<file path="config.mk">
export PLATFORM = sky130hd
export DESIGN_NAME = control_unit
export DESIGN_NICKNAME = d
export VERILOG_FILES = /design/src/rtl/cpu_pkg.sv /design/src/rtl/control_unit.sv
export SDC_FILE = /design/constraint.sdc
export NUM_CORES = 1
export LEC_CHECK = 0
export CAP_MARGIN = 40
export CORE_MARGIN = 8
export CORE_UTILIZATION = 48
export CTS_CLUSTER_DIAMETER = 120
export DETAILED_ROUTE_END_ITERATION = 8
export GPL_TIMING_DRIVEN = 0
export PLACE_DENSITY = 0.92
export SYNTH_ARGS = -nofsm -noshare
export SYNTH_HDL_FRONTEND = slang
export SYNTH_SLANG_ARGS = --single-unit
</file>
<file path="constraint.sdc">
create_clock -name clk -period 3.29 [get_ports clk]
set_clock_uncertainty 0.1 [all_clocks]
set_input_delay 0.8225 -clock clk [delete_from_list [all_inputs] [get_ports clk]]
set_output_delay 0.8225 -clock clk [all_outputs]
set_load 0.005 [all_outputs]
</file>
<file path="src/rtl/cpu_pkg.sv">
// cpu_pkg: shared opcodes, sequencer states and default widths for the accumulator CPU
package cpu_pkg;
  localparam int DATA_W = 16;
  localparam int ADDR_W = 12;
  localparam logic [3:0] OP_NOP   = 4'h0;
  localparam logic [3:0] OP_ADD   = 4'h1;
  localparam logic [3:0] OP_SUB   = 4'h2;
  localparam logic [3:0] OP_AND   = 4'h3;
  localparam logic [3:0] OP_OR    = 4'h4;
  localparam logic [3:0] OP_XOR   = 4'h5;
  localparam logic [3:0] OP_NOT   = 4'h6;
  localparam logic [3:0] OP_LOAD  = 4'h7;
  localparam logic [3:0] OP_STORE = 4'h8;
  localparam logic [3:0] OP_JMP   = 4'h9;
  localparam logic [3:0] OP_JZ    = 4'hA;
  localparam logic [3:0] OP_HALT  = 4'hF;
  typedef enum logic [2:0] {
    S_FETCH, S_FETCH_WAIT, S_DECODE, S_OPERAND, S_EXEC, S_HALT
  } state_t;
endpackage

</file>
<file path="src/rtl/control_unit.sv">
// control_unit: fetch/decode/execute sequencer holding pc, ir, acc, mdr and z;
// masters the unified memory port and drives the external ALU.
module control_unit
  import cpu_pkg::*;
#(
  parameter int DATA_W = cpu_pkg::DATA_W,
  parameter int ADDR_W = cpu_pkg::ADDR_W,
  parameter logic [ADDR_W-1:0] RESET_PC = '0
) (
  input  logic              clk,
  input  logic              rst_n,
  output logic [ADDR_W-1:0] mem_addr,
  output logic              mem_re,
  output logic              mem_we,
  output logic [DATA_W-1:0] mem_wdata,
  input  logic [DATA_W-1:0] mem_rdata,
  output logic [DATA_W-1:0] alu_a,
  output logic [DATA_W-1:0] alu_b,
  output logic [3:0]        alu_op,
  input  logic [DATA_W-1:0] alu_result,
  input  logic              alu_zero,
  output logic [ADDR_W-1:0] pc,
  output logic [DATA_W-1:0] acc,
  output logic              halted
);
  state_t r_state, w_next;
  logic [ADDR_W-1:0] r_pc, w_addr_f, w_mem_addr;
  logic [DATA_W-1:0] r_ir, r_acc, r_mdr;
  logic r_z, w_re, w_we, w_mem_op;
  logic [3:0] w_op;
  assign w_op = r_ir[DATA_W-1 -: 4];
  assign w_addr_f = r_ir[ADDR_W-1:0];
  assign w_mem_op = (w_op >= OP_ADD && w_op <= OP_XOR) || w_op == OP_LOAD;
  always_ff @(posedge clk) begin
    if (!rst_n) begin
      r_state <= S_FETCH;
      r_pc <= RESET_PC;
      r_ir <= '0;
      r_acc <= '0;
      r_mdr <= '0;
      r_z <= 1'b0;
    end else begin
      r_state <= w_next;
      case (r_state)
        S_FETCH_WAIT: begin
          r_ir <= mem_rdata;
          r_pc <= r_pc + 1'b1;
        end
        S_DECODE: if (w_op == OP_JMP || (w_op == OP_JZ && r_z)) r_pc <= w_addr_f;
        S_OPERAND: r_mdr <= mem_rdata;
        S_EXEC: begin
          r_acc <= w_op == OP_LOAD ? r_mdr : alu_result;
          r_z <= w_op == OP_LOAD ? r_mdr == '0 : alu_zero;
        end
        default: ;
      endcase
    end
  end
  always_comb begin
    w_next = r_state;
    w_re = 1'b0;
    w_we = 1'b0;
    w_mem_addr = r_pc;
    alu_op = OP_NOP;
    alu_b = r_mdr;
    case (r_state)
      S_FETCH: begin
        w_next = S_FETCH_WAIT;
        w_re = 1'b1;
      end
      S_FETCH_WAIT: w_next = S_DECODE;
      S_DECODE: begin
        w_next = w_mem_op ? S_OPERAND : w_op == OP_NOT ? S_EXEC : w_op == OP_HALT ? S_HALT : S_FETCH;
        w_re = w_mem_op;
        w_we = w_op == OP_STORE;
        w_mem_addr = (w_mem_op || w_op == OP_STORE) ? w_addr_f : r_pc;
      end
      S_OPERAND: w_next = S_EXEC;
      S_EXEC: begin
        w_next = S_FETCH;
        alu_op = w_op;
        alu_b = w_op == OP_NOT ? '0 : r_mdr;
      end
      S_HALT: w_next = S_HALT;
      default: w_next = S_FETCH;
    endcase
  end
  // strobes gated by reset so an interrupted STORE never reaches memory
  assign mem_re = w_re & rst_n;
  assign mem_we = w_we & rst_n;
  assign mem_addr = w_mem_addr;
  assign mem_wdata = r_acc;
  assign alu_a = r_acc;
  assign pc = r_pc;
  assign acc = r_acc;
  assign halted = r_state == S_HALT;
endmodule

</file>
==> results of run 1 <==
## power by group through the flow
| stage | Clock, mW | Sequential [mW] | Combinational, mW |
|---|---|---|---|
| 3_5_place_dp | 0 | 0.883 | 0.437 |
| 5_1_grt | 0.765 | 0.874 | 0.516 |
| 4_1_cts | 0.730 | 0.866 | 0.456 |
| 2_1_floorplan | 0 | 0.867 | 0.248 |
| 3_3_place_gp | 0 | 0.879 | 0.424 |
| 6_report | 0.736 | 0.869 | 0.479 |
## path summary, 6_finish.rpt
kind,to,depth (start not counted)
worst max register to register,r_ir[13]$_SDFFE_PN0P_,5
worst min-delay path,r_mdr[0]$_SDFFE_PN0N_,2
worst max-delay path,mem_addr[8],9
worst min register to register,r_mdr[0]$_SDFFE_PN0N_,2
## per-stage QoR
step / TNS (ns) / hold WS, ns / util [%] / setup slack [ns]
floorplan: 0 / 0.347 / - / 0.895
global placement: -0.917 / 0.370 / 68.6 / -0.614
finish: 0 / 0.389 / 74.2 / 0.0533
detailed placement: -0.973 / 0.382 / 68.6 / -0.651
global route: -0.0287 / 0.417 / 74.2 / -0.0163
CTS: 0 / 0.392 / 72.7 / 0.00224
## cells in the final DEF, fill, tap and decap left out, drive strengths merged, types with 5 or more instances in the layout
| master | instances |
|---|---|
| clkdlybuf4s50 | 115 |
| nand2 | 80 |
| dfxtp | 64 |
| buf | 59 |
| a21oi | 42 |
| nor2 | 28 |
| clkbuf | 28 |
| and2 | 23 |
| a211oi | 17 |
| mux2i | 16 |
| dlymetal6s2s | 13 |
| mux2 | 12 |
| nor4 | 7 |
| o22ai | 6 |
| inv | 6 |
| nor3 | 5 |
| o21ai | 5 |
| nor3b | 5 |
## cells by family (layout without fill, tap and decap cells)
family	after synthesis	count (layout)	synth area share, %
flops	64	64	36.6
compound gates	97	97	18.4
mux	28	28	8.43
fa+ha+maj	1	1	0.357
buf+inv	72	226	12.2
simple gates	170	170	23.3
xor+xnor	3	3	0.750
## area by class of cell
cell class	count	area share, %
timing repair buffer	139	26.3
tap	99	2.33
clock buffer	12	3.10
sequential	64	24.0
multi-input combinational	299	34.7
inverter	6	0.470
clock inverter	4	0.963
buffer	65	8.06
## layer usage
metal | vias up | share of wire (%) | routed length [µm]
met5 | - | 0 | 0
met4 | 0 | 4.3 | 531
met2 | 273 | 47 | 5870
met3 | 56 | 11 | 1390
met1 | 1746 | 38 | 4680
li1 | 1789 | - | -
## worst register-to-register path, delay by kind of cell, from the launching register on
kind            cells  cell delay (ns)
compound gates      1             0.19
simple gates        2             0.75
buf+inv             2             0.61
flops               1             0.31
## flip-flops by register name, summed over array words and instances, names as in the netlist
register	flops
acc	16
r_ir	16
r_mdr	16
pc	12
r_state	3
r_z	1
## repair_timing
action,in CTS,in global routing
buffers inserted,3,6
gates cloned,0,1
endpoints found under the setup margin,32,28
pin swaps,1,1
gates resized for setup,17,30
==> results_tabular.tex, run 1 <==
\begin{tabular}{lr}
\hline
Metric & Value \\
\hline
\multicolumn{2}{l}{\textbf{Clocking}} \\
Clock insertion delay at the later pin of the skew report & roughly 0.35 ns \\
Sink count of the clock tree & 64 \\
\# hold bufs at CTS & 0 \\
Clk buf depth & 2 \\
Clock buffer count from CTS & 9 \\
Deepest level of the CTS H-tree & 3 \\
Buffer cell driving the clock tree root & clkbuf\_8 \\
TritonCTS clock tree & built \\
Clock slew at reported path FFs & 0.07 ns \\
\multicolumn{2}{l}{\textbf{Yosys}} \\
Most common cell in the synthesized netlist & nand2\_1 \\
Prevailing post-synth register cell & dfxtp\_1 \\
Top post-synthesis cells by count & nand2\_1 (80), dfxtp\_1 (64), a21oi\_1 (42) \\
Count of cell types in the netlist & 53 \\
Proportion of netlist area held by the largest area contributor & between 30\% and 40\% \\
Flops \& latches, synth & 64 \\
Net count after synthesis & $\sim$470 \\
Top post-synthesis cells by area & dfxtp\_1 (37\%), nand2\_1 (8.6\%), buf\_4 (7.7\%) \\
Fraction of the yosys area taken by sequential cells & a little over a third \\
Warnings, synthesis & 0 \\
Summed instance area of the synthesized netlist & 0.00350 mm² \\
Synth Area per Inst & around 8.1 µm² \\
Post-Syn Instances & roughly 440 \\
Number of flops mapped to enable cells by yosys & 0 \\
Proportion of register bits with asynchronous set or reset after synthesis & 0\% \\
Largest area contributor in the netlist & dfxtp\_1 \\
\multicolumn{2}{l}{\textbf{Global routing}} \\
Gr busiest metal & met2 \\
Antenna violations before repair & 0 \\
Met1 track demand over resource in global routing & 26.0\% \\
Global-route wire length before repair & around 19000 µm \\
Remaining global-route overflow & 0 \\
Met3 routing resource usage after global routing & approximately 4.7\% \\
Maximum number of pins on one net before global-route repair & 12 \\
Tot GR Track Use & between 20\% and 30\% \\
Number of global-route vias before repair & $\sim$3800 \\
Routing usage on met2 & about two fifths \\
\multicolumn{2}{l}{\textbf{Critical path}} \\
Standard cell with the maximum stage delay on the critical path & or3b\_1 \\
Startpoint of the worst-slack reg-to-reg timing path & r\_state[0]\$\_SDFF\_PN0\_ \\
CP delay by family, top & buffers and inverters \\
Data arrival at the endpoint of the critical path & 2.31 ns \\
Timing startpoint of the critical path & r\_ir[14]\$\_SDFFE\_PN0P\_ \\
Setup slack of the most critical reg-to-reg path & roughly 1.3 ns \\
Path type of the worst setup path & reg2out \\
Required time of the worst setup path & 2.37 ns \\
Crit-path most repeated cell & buf\_4 \\
Critical path fanouts, max & 10 \\
Startpoint Class & flip-flop \\
Buf/Inv on CP & 5 \\
Worst stage delay on the critical path & 0.37 ns \\
Endpoint class of the critical path & primary output \\
Chain of cells forming the critical path & buf\_4, or3b\_1, a21oi\_2, o21ai\_4, buf\_4, buf\_6, buf\_4, mux2\_2, dlymetal6s2s\_1 \\
\multicolumn{2}{l}{\textbf{STA}} \\
Min Tclk post-route & roughly 3.2 ns \\
Headroom to the max-slew limit & about 56\% \\
Slew at the pin closest to its max-slew limit & between 0.6 and 0.7 ns \\
Number of hold violations in the final report & 0 \\
Unrepaired setup endpoints after global routing & true \\
Final-report setup violation count & 0 \\
Share of the clock period used by the worst path after layout & 98.4\% \\
Number of pins with negative max-slew slack in the final report & 0 \\
Upper clock frequency limit & roughly 0.31 GHz \\
\multicolumn{2}{l}{\textbf{Power}} \\
Sw frac & 29.4\% \\
Clock network power share & around a third \\
Pwr Density & around 390 mW/mm² \\
Worst IR Drop VDD & just over 200 µV \\
Static leakage & 2.31 nW \\
Net load switching power & around 0.61 mW \\
Cell internal power dissipation & 1.47 mW \\
Total power consumption of the routed design & approximately 2.1 mW \\
Part of the power in combinational logic & roughly 23\% \\
Fraction of power consumed by sequential logic & a little over two fifths \\
\multicolumn{2}{l}{\textbf{Die}} \\
Top-Level Pins & 130 \\
Vertical die dimension & 101 µm \\
FP Rows & 31 \\
Starting density of the core & $\sim$49\% \\
CORE AREA & roughly 0.0072 mm² \\
Total die area & approximately 0.01 mm² \\
Horizontal extent of the die & 101 µm \\
\multicolumn{2}{l}{\textbf{Final layout}} \\
Count of nets after finishing & between 600 and 700 \\
Final Instance Area & 0.00533 mm² \\
Flip-flop and latch area & around 0.0013 mm² \\
Syn-to-layout area delta & 52.0\% \\
Number of filler cells placed in the layout & 486 \\
Share of final-layout standard cells stronger than drive strength 1 & between 15 and 20\% \\
Final Non-Filler Cells & just under 700 \\
Total area of multi-input combinational cells & roughly 0.0018 mm² \\
Total inserted antenna cells & 0 \\
\multicolumn{2}{l}{\textbf{Run}} \\
Number of max-cap violations & 0 \\
\multicolumn{2}{l}{\textbf{Route}} \\
Per-cell via count in the routed design & 5.62 \\
Final routed DRC violation total & 0 \\
DRT Pass-1 Iters & 5 \\
Avg WL per Cell & $\sim$18 µm \\
Total number of vias & about 3900 \\
Post-detailed-route count of antenna-violating nets & 0 \\
Routed wire length & 12500 µm \\
First-iteration detailed-routing DRC count & about 390 \\
\multicolumn{2}{l}{\textbf{Place}} \\
Input/output buffers & roughly 130 \\
Placed wire-length estimate & 9020 µm \\
Total placed cells including tap cells & 663 \\
Final weighted congestion of routability-driven global placement & $\sim$0.91 \\
Placed Instance Area & between 0.004 and 0.005 mm² \\
\multicolumn{2}{l}{\textbf{Hold path}} \\
Path category of the worst min-delay check & reg2reg \\
Hold Crit Start & r\_mdr[0]\$\_SDFFE\_PN0N\_ \\
\multicolumn{2}{l}{\textbf{Status}} \\
Status & finished, final reports clean \\
\hline
\end{tabular}
Note: power is estimated with default switching activity, not from simulation.
==> inputs of run 2 (changes only) <==
Settings changed: SLEW_MARGIN set to 20.
==> results of run 2 <==
Final layout, timing and power as in run 1 (identical DEF).
